### config.mk
export PLATFORM = sky130hd
export DESIGN_NAME = pipe_ctrl
export DESIGN_NICKNAME = d
export VERILOG_FILES = /design/src/rtl/pipe_ctrl_pkg.sv /design/src/rtl/pipe_scoreboard.sv /design/src/rtl/pipe_ctrl.sv
export SDC_FILE = /design/constraint.sdc
export NUM_CORES = 1
export LEC_CHECK = 0
export BUFFER_PORTS_ARGS = -buffer_cell sky130_fd_sc_hd__buf_4
export CAP_MARGIN = 5
export CORE_MARGIN = 1
export CORE_UTILIZATION = 46
export DETAILED_ROUTE_END_ITERATION = 16
export PLACE_DENSITY = 0.76
export REMOVE_ABC_BUFFERS = 1
export SYNTH_ARGS = -nofsm -noshare
export SYNTH_HDL_FRONTEND = slang
export SYNTH_SLANG_ARGS = --single-unit
### constraint.sdc
create_clock -name Clock -period 1.59 [get_ports Clock]
set_input_delay 0.318 -clock Clock [delete_from_list [all_inputs] [get_ports Clock]]
set_output_delay 0.318 -clock Clock [all_outputs]
set_load 0.01 [all_outputs]
### src/rtl/pipe_ctrl_pkg.sv
// Shared definitions for the uP pipeline hazard/control-flow sequencer.
// PC mux encodings, counter defaults and the per-cycle control decision type.
package pipe_ctrl_pkg;

    localparam logic [1:0] PC_SEL_NEXT = 2'd0;
    localparam logic [1:0] PC_SEL_JMP  = 2'd1;
    localparam logic [1:0] PC_SEL_BR   = 2'd2;

    localparam int unsigned CNT_WIDTH_DEF = 16;
    localparam int unsigned BR_OFF_WIDTH  = 6;

    // Winning action for the current cycle, highest priority first in the decode
    typedef enum logic [1:0] {
        CTL_RUN,
        CTL_STALL,
        CTL_JUMP,
        CTL_BRANCH
    } ctl_mode_e;

endpackage

### src/rtl/pipe_scoreboard.sv
// One pending-write shift chain (bit 0 = EX ... DEPTH-1 = WB) for a single register.
// A bubble entering EX forces bit 0 to zero regardless of the load request.
module pipe_scoreboard #(
    parameter int unsigned DEPTH = 3
) (
    input  logic Clock,
    input  logic Reset,
    input  logic iLoad,
    input  logic iInject,
    output logic oAnyPending
);

    logic [DEPTH-1:0] r_chain;

    always_ff @(posedge Clock or negedge Reset) begin
        if (!Reset) begin
            r_chain <= '0;
        end else begin
            r_chain <= {r_chain[DEPTH-2:0], iLoad & ~iInject};
        end
    end

    // WB entry still counts: the register file write lands after ID has read
    assign oAnyPending = |r_chain;

endmodule

### src/rtl/pipe_ctrl.sv
// Hazard and control-flow sequencer for the 5-stage uP pipeline: stalls IF/ID on
// in-flight register reads, redirects the PC for jumps (ID) and taken branches (EX).
module pipe_ctrl
    import pipe_ctrl_pkg::*;
#(
    parameter int unsigned PC_WIDTH  = 10,
    parameter int unsigned CNT_WIDTH = CNT_WIDTH_DEF,
    parameter int unsigned SB_DEPTH  = 3
) (
    input  logic                    Clock,
    input  logic                    Reset,
    input  logic                    iValidID,
    input  logic [PC_WIDTH-1:0]     iPcID,
    input  logic                    iWrA_ID,
    input  logic                    iWrB_ID,
    input  logic                    iRdA_ID,
    input  logic                    iRdB_ID,
    input  logic                    iJmpEnableID,
    input  logic [PC_WIDTH-1:0]     iJmpDirID,
    input  logic                    iBranchEnableID,
    input  logic [BR_OFF_WIDTH-1:0] iBranchDirID,
    input  logic                    iBranchTakenEX,
    output logic                    oPcEnable,
    output logic [1:0]              oPcSel,
    output logic [PC_WIDTH-1:0]     oPcTarget,
    output logic                    oIfIdEnable,
    output logic                    oIfIdFlush,
    output logic                    oIdExBubble,
    output logic                    oBranchPendingEX,
    output logic [CNT_WIDTH-1:0]    oStallCount,
    output logic [CNT_WIDTH-1:0]    oFlushCount
);

    logic                 w_pendA;
    logic                 w_pendB;
    logic                 w_hz;
    logic                 w_takenBr;
    logic                 w_jmp;
    logic                 w_inject;
    logic                 w_brLoad;
    logic [PC_WIDTH-1:0]  w_brOff;
    ctl_mode_e            w_mode;

    logic                 r_brPend;
    logic [PC_WIDTH-1:0]  r_brTgt;
    logic [CNT_WIDTH-1:0] r_stallCnt;
    logic [CNT_WIDTH-1:0] r_flushCnt;

    pipe_scoreboard #(.DEPTH(SB_DEPTH)) u_sb_a (
        .Clock       (Clock),
        .Reset       (Reset),
        .iLoad       (iValidID & iWrA_ID),
        .iInject     (w_inject),
        .oAnyPending (w_pendA)
    );

    pipe_scoreboard #(.DEPTH(SB_DEPTH)) u_sb_b (
        .Clock       (Clock),
        .Reset       (Reset),
        .iLoad       (iValidID & iWrB_ID),
        .iInject     (w_inject),
        .oAnyPending (w_pendB)
    );

    assign w_hz      = iValidID & ((iRdA_ID & w_pendA) | (iRdB_ID & w_pendB));
    assign w_takenBr = r_brPend & iBranchTakenEX;
    assign w_jmp     = iValidID & iJmpEnableID;

    always_comb begin
        w_mode = CTL_RUN;
        if (w_takenBr) begin
            w_mode = CTL_BRANCH;
        end else if (w_hz) begin
            w_mode = CTL_STALL;
        end else if (w_jmp) begin
            w_mode = CTL_JUMP;
        end
    end

    always_comb begin
        oPcEnable   = 1'b1;
        oPcSel      = PC_SEL_NEXT;
        oPcTarget   = '0;
        oIfIdEnable = 1'b1;
        oIfIdFlush  = 1'b0;
        oIdExBubble = 1'b0;
        case (w_mode)
            CTL_BRANCH: begin
                oPcSel      = PC_SEL_BR;
                oPcTarget   = r_brTgt;
                oIfIdFlush  = 1'b1;
                oIdExBubble = 1'b1;
            end
            CTL_STALL: begin
                oPcEnable   = 1'b0;
                oIfIdEnable = 1'b0;
                oIdExBubble = 1'b1;
            end
            CTL_JUMP: begin
                oPcSel     = PC_SEL_JMP;
                oPcTarget  = iJmpDirID;
                oIfIdFlush = 1'b1;
            end
            default: begin
            end
        endcase
    end

    // A branch enters EX only if the ID instruction actually advances this cycle
    assign w_inject = oIdExBubble;
    assign w_brLoad = iValidID & iBranchEnableID & ~w_inject;
    assign w_brOff  = {{(PC_WIDTH-BR_OFF_WIDTH){iBranchDirID[BR_OFF_WIDTH-1]}}, iBranchDirID};

    always_ff @(posedge Clock or negedge Reset) begin
        if (!Reset) begin
            r_brPend <= 1'b0;
            r_brTgt  <= '0;
        end else begin
            r_brPend <= w_brLoad;
            if (w_brLoad) begin
                r_brTgt <= iPcID + w_brOff;
            end
        end
    end

    always_ff @(posedge Clock or negedge Reset) begin
        if (!Reset) begin
            r_stallCnt <= '0;
            r_flushCnt <= '0;
        end else begin
            if (w_mode == CTL_STALL && r_stallCnt != '1) begin
                r_stallCnt <= r_stallCnt + CNT_WIDTH'(1);
            end
            if ((w_mode == CTL_BRANCH || w_mode == CTL_JUMP) && r_flushCnt != '1) begin
                r_flushCnt <= r_flushCnt + CNT_WIDTH'(1);
            end
        end
    end

    assign oBranchPendingEX = r_brPend;
    assign oStallCount      = r_stallCnt;
    assign oFlushCount      = r_flushCnt;

endmodule

==> impl_summary.txt <==
----------------------------------------------------
[Clocking]
  Clock latency reported for the late side of the worst-skew pair ... 0.30 ns
  Clock transition at the registers of the reported paths ... about 0.090 ns
  Clock tree from TritonCTS ... built
  H-Tree Level Count ... 2
  Root Buffer ... sky130_fd_sc_hd__clkbuf_8
  Number of clock buffers inserted by TritonCTS ... 5
  Number of clock sinks ... roughly 50
  Clk buf depth ... 2
  Hold-fix buffer count after cts ... 0

[Synthesis]
  Total of flip-flops plus latches after synthesis ... 49
  Synth warnings ... 0
  Dominant register cell in the synthesized netlist ... sky130_fd_sc_hd__dfrtp_1
  Post-Synthesis Cell Area ... 0.00266 sq mm
  Post-Synthesis Cells ... roughly 240
  Async set-reset flop share out of synthesis ... 1.00
  Portion of the post-synthesis area used by sequential elements ... 0.460
  Number of enable-type register cells in the synthesized netlist ... 0
  Count of distinct cell types in the synthesized netlist ... approximately 40
  Post-Syn Area per Cell ... ~11 sq um

[Setup path]
  Cell depth of the worst setup path ... 6
  Maximum fanout encountered on the critical timing path ... 6
  Endpoint class of the critical path ... primary output
  Cells on worst reg2reg path ... 10
  Data required time of the critical path ... ~1.3 ns
  CP delay by family, top ... simple AND/OR/NAND/NOR gates
  Critical path cell sequence ... o31ai_4, and4b_2, and2_4, buf_6, a22o_1, buf_4
  Endpoint arrival time on the critical path ... between 1.5 and 2 ns
  Flop-to-flop setup slack ... -0.43 ns
  Startpoint class of the critical path ... register
  Number of buffers and inverters on the critical path ... 2
  Highest cell delay on the worst timing path ... approximately 0.41 ns
  R2r startpoint ... u_sb_b.r_chain[0]$_DFF_PN0_
  End of the worst register-to-register path ... oStallCount[14]$_DFFE_PN0P_
  Critical path class ... reg -> out
  Slowest cell on crit path ... sky130_fd_sc_hd__dfrtp_1

[Timing]
  Number of hold violations in the final report ... 0
  Final sum of negative setup slack ... -15.21 ns
  Count of endpoints failing setup in the final report ... 47
  Maximum clock skew at final layout ... ~0.0063 ns
  Setup repair after global routing missed its margin ... true
  Tightest Pin Transition ... between 0.6 and 0.7 ns
  Final setup margin ... -0.506 ns
  Worst hold margin ... approximately 0.022 ns
  Final critical-path share of the clock period ... 1.32
  Top achievable clock speed ... approximately 0.48 GHz
  Final period demand of the worst path ... approximately 2.1 ns
  Remaining max-slew budget at the tightest pin ... 0.594
  Total count of max-transition violations in the final report ... 0

[Placement]
  Post-DP HPWL ... between 5000 and 6000 um
  Number of port buffers ... 84
  Post-DP Area ... 0.00385 sq mm
  Instance count after placement with tap cells included ... between 400 and 500
  Global placer's final weighted congestion ... 0.878
  Pre-CTS worst setup slack ... -0.473 ns

[Routing]
  First drt pass iteration count ... 4
  Average routed wire per standard cell ... between 15 and 20 um
  Final routed DRC violation total ... 0
  Total via count in the routed design ... between 2000 and 3000
  Remaining number of nets flagged by the antenna check after routing ... 0
  Sum of routed wire length over all layers ... 8020 um
  First DRT Iteration DRCs ... 106
  Via count normalized by instance count ... 5.35

[Global routing]
  Global routing usage summed across all routing layers ... 0.242
  Global-route wire length before repair ... 11500 um
  Number of antenna violations at the first check in global routing ... 0
  Pin count of the biggest net entering global routing ... 50
  Remaining global-route overflow ... 0
  Number of global-route vias before repair ... 2484

[Floorplanning]
  Die Footprint ... 0.00610 sq mm
  Number of placement rows ... 27
  Std-Cell Core Area ... 0.00554 sq mm
  Initial Utilization ... 0.481
  Die H ... about 80 um
  Num ports ... 85
  Die width ... 78.1 um

[Cells and area]
  Layout overhead on the synthesized area ... 66.2%
  Fraction of layout instances using a drive strength above 1 ... 0.533
  Most common cell after layout, fill and taps aside ... sky130_fd_sc_hd__buf_4
  Number of nets in the layout ... between 400 and 500
  Core utilization of the finished layout ... 0.799
  Design Area, Final ... 0.00443 sq mm
  Ant diodes ... 0
  Non-filler cells, final ... roughly 480
  Most used cells in the layout excluding fill and tap cells ... sky130_fd_sc_hd__buf_4 (138), sky130_fd_sc_hd__dfrtp_1 (49), sky130_fd_sc_hd__xnor2_1 (21), sky130_fd_sc_hd__buf_6 (19), sky130_fd_sc_hd__nand4_1 (16)

[Power and ir drop]
  Leakage dissipation ... between 2 and 2.5 nW
  Worst vdd ir ... 619 uV
  Power Density ... 1010 mW/mm^2
  Power Total ... ~4.5 mW

[Run status]
  Outcome ... finished, violations left
  Violations in the final reports ... setup timing

[Job]
  Max-Cap Viols ... 0

[Worst hold path]
  Worst hold path type ... in -> async

----------------------------------------------------
[cell families (layout without fill, tap and decap cells)]
logic type | Yosys count | after routing | synth area share
AO/OA/AOI/OAI | 45 | 45 | 0.138
multiplexers | 5 | 5 | 0.0211
flip-flops | 49 | 49 | 0.460
XOR/XNOR | 38 | 38 | 0.125
buffers and inverters | 11 | 174 | 0.0230
adder cells (fa/ha/maj) | 12 | 12 | 0.0592
AND/OR/NAND/NOR | 82 | 82 | 0.173
[flip-flops by register name (all words and copies together) (netlist names)]
register	cells
r_brTgt	10
oStallCount	16
u_sb_a.r_chain	3
oFlushCount	16
oBranchPendingEX	1
u_sb_b.r_chain	3
[repair_timing]
action | in CTS | in global routing
setup buffers | 10 | 7
gates resized for setup | 30 | 48
pin swaps | 25 | 45
gates cloned | 1 | 1
setup endpoints to repair | 46 | 57
[per-layer routing]
metal	GRT usage	vias up	wire length (um)
met5	0	-	0
met3	0.0407	18	362
met1	0.298	1237	3090
met2	0.434	94	4340
met4	0.0667	0	227
li1	-	1202	-
[synthesized netlist by cell type (3+ instances only)]
cell type                 count  share of area
sky130_fd_sc_hd__dfrtp_1     49           0.46
sky130_fd_sc_hd__a22o_1      10          0.033
sky130_fd_sc_hd__nand2_1     18          0.025
sky130_fd_sc_hd__and3_1       8          0.019
sky130_fd_sc_hd__xor2_1       9          0.030
sky130_fd_sc_hd__o21ai_0     14          0.026
sky130_fd_sc_hd__nor2_1       8          0.011
sky130_fd_sc_hd__ha_1        11          0.052
sky130_fd_sc_hd__xnor2_1     29          0.095
sky130_fd_sc_hd__inv_1        5         0.0070
sky130_fd_sc_hd__a21oi_1      5         0.0094
sky130_fd_sc_hd__nor3_1       3         0.0056
sky130_fd_sc_hd__mux2_2       4          0.017
sky130_fd_sc_hd__nand3_1     14          0.026
sky130_fd_sc_hd__and2_1       6          0.014
sky130_fd_sc_hd__nand4_1     16          0.038
[final cells by class]
cell class	count	area (sq um)
multi-input cells	182	1620
repair buffers	161	1340
flip-flops and latches	49	1230
fillers	359	1110
well taps	72	90.1
clock buffers	5	68.8
clock inverters	3	65.1
inverters	5	18.8
[how the worst max path moves through the flow]
stage                                     start                endpoint  slack, ns
floorplan            oBranchPendingEX$_DFF_PN0_            oPcTarget[0]      -0.37
global placement                       iPcID[0]  r_brTgt[6]$_DFFE_PN0P_      -0.39
detailed placement                     iPcID[0]  r_brTgt[8]$_DFFE_PN0P_      -0.47
CTS                 u_sb_a.r_chain[2]$_DFF_PN0_            oPcTarget[8]      -0.47
global route        u_sb_b.r_chain[1]$_DFF_PN0_            oPcTarget[8]      -0.55
finish              u_sb_a.r_chain[1]$_DFF_PN0_            oPcTarget[8]      -0.51
[where the power goes]
group	internal [mW]	switching (mW)
logic	0.954	0.822
clock network	0.625	0.421
registers	1.47	0.168
total	3.05	1.41
(Power assumes the default switching activity.)
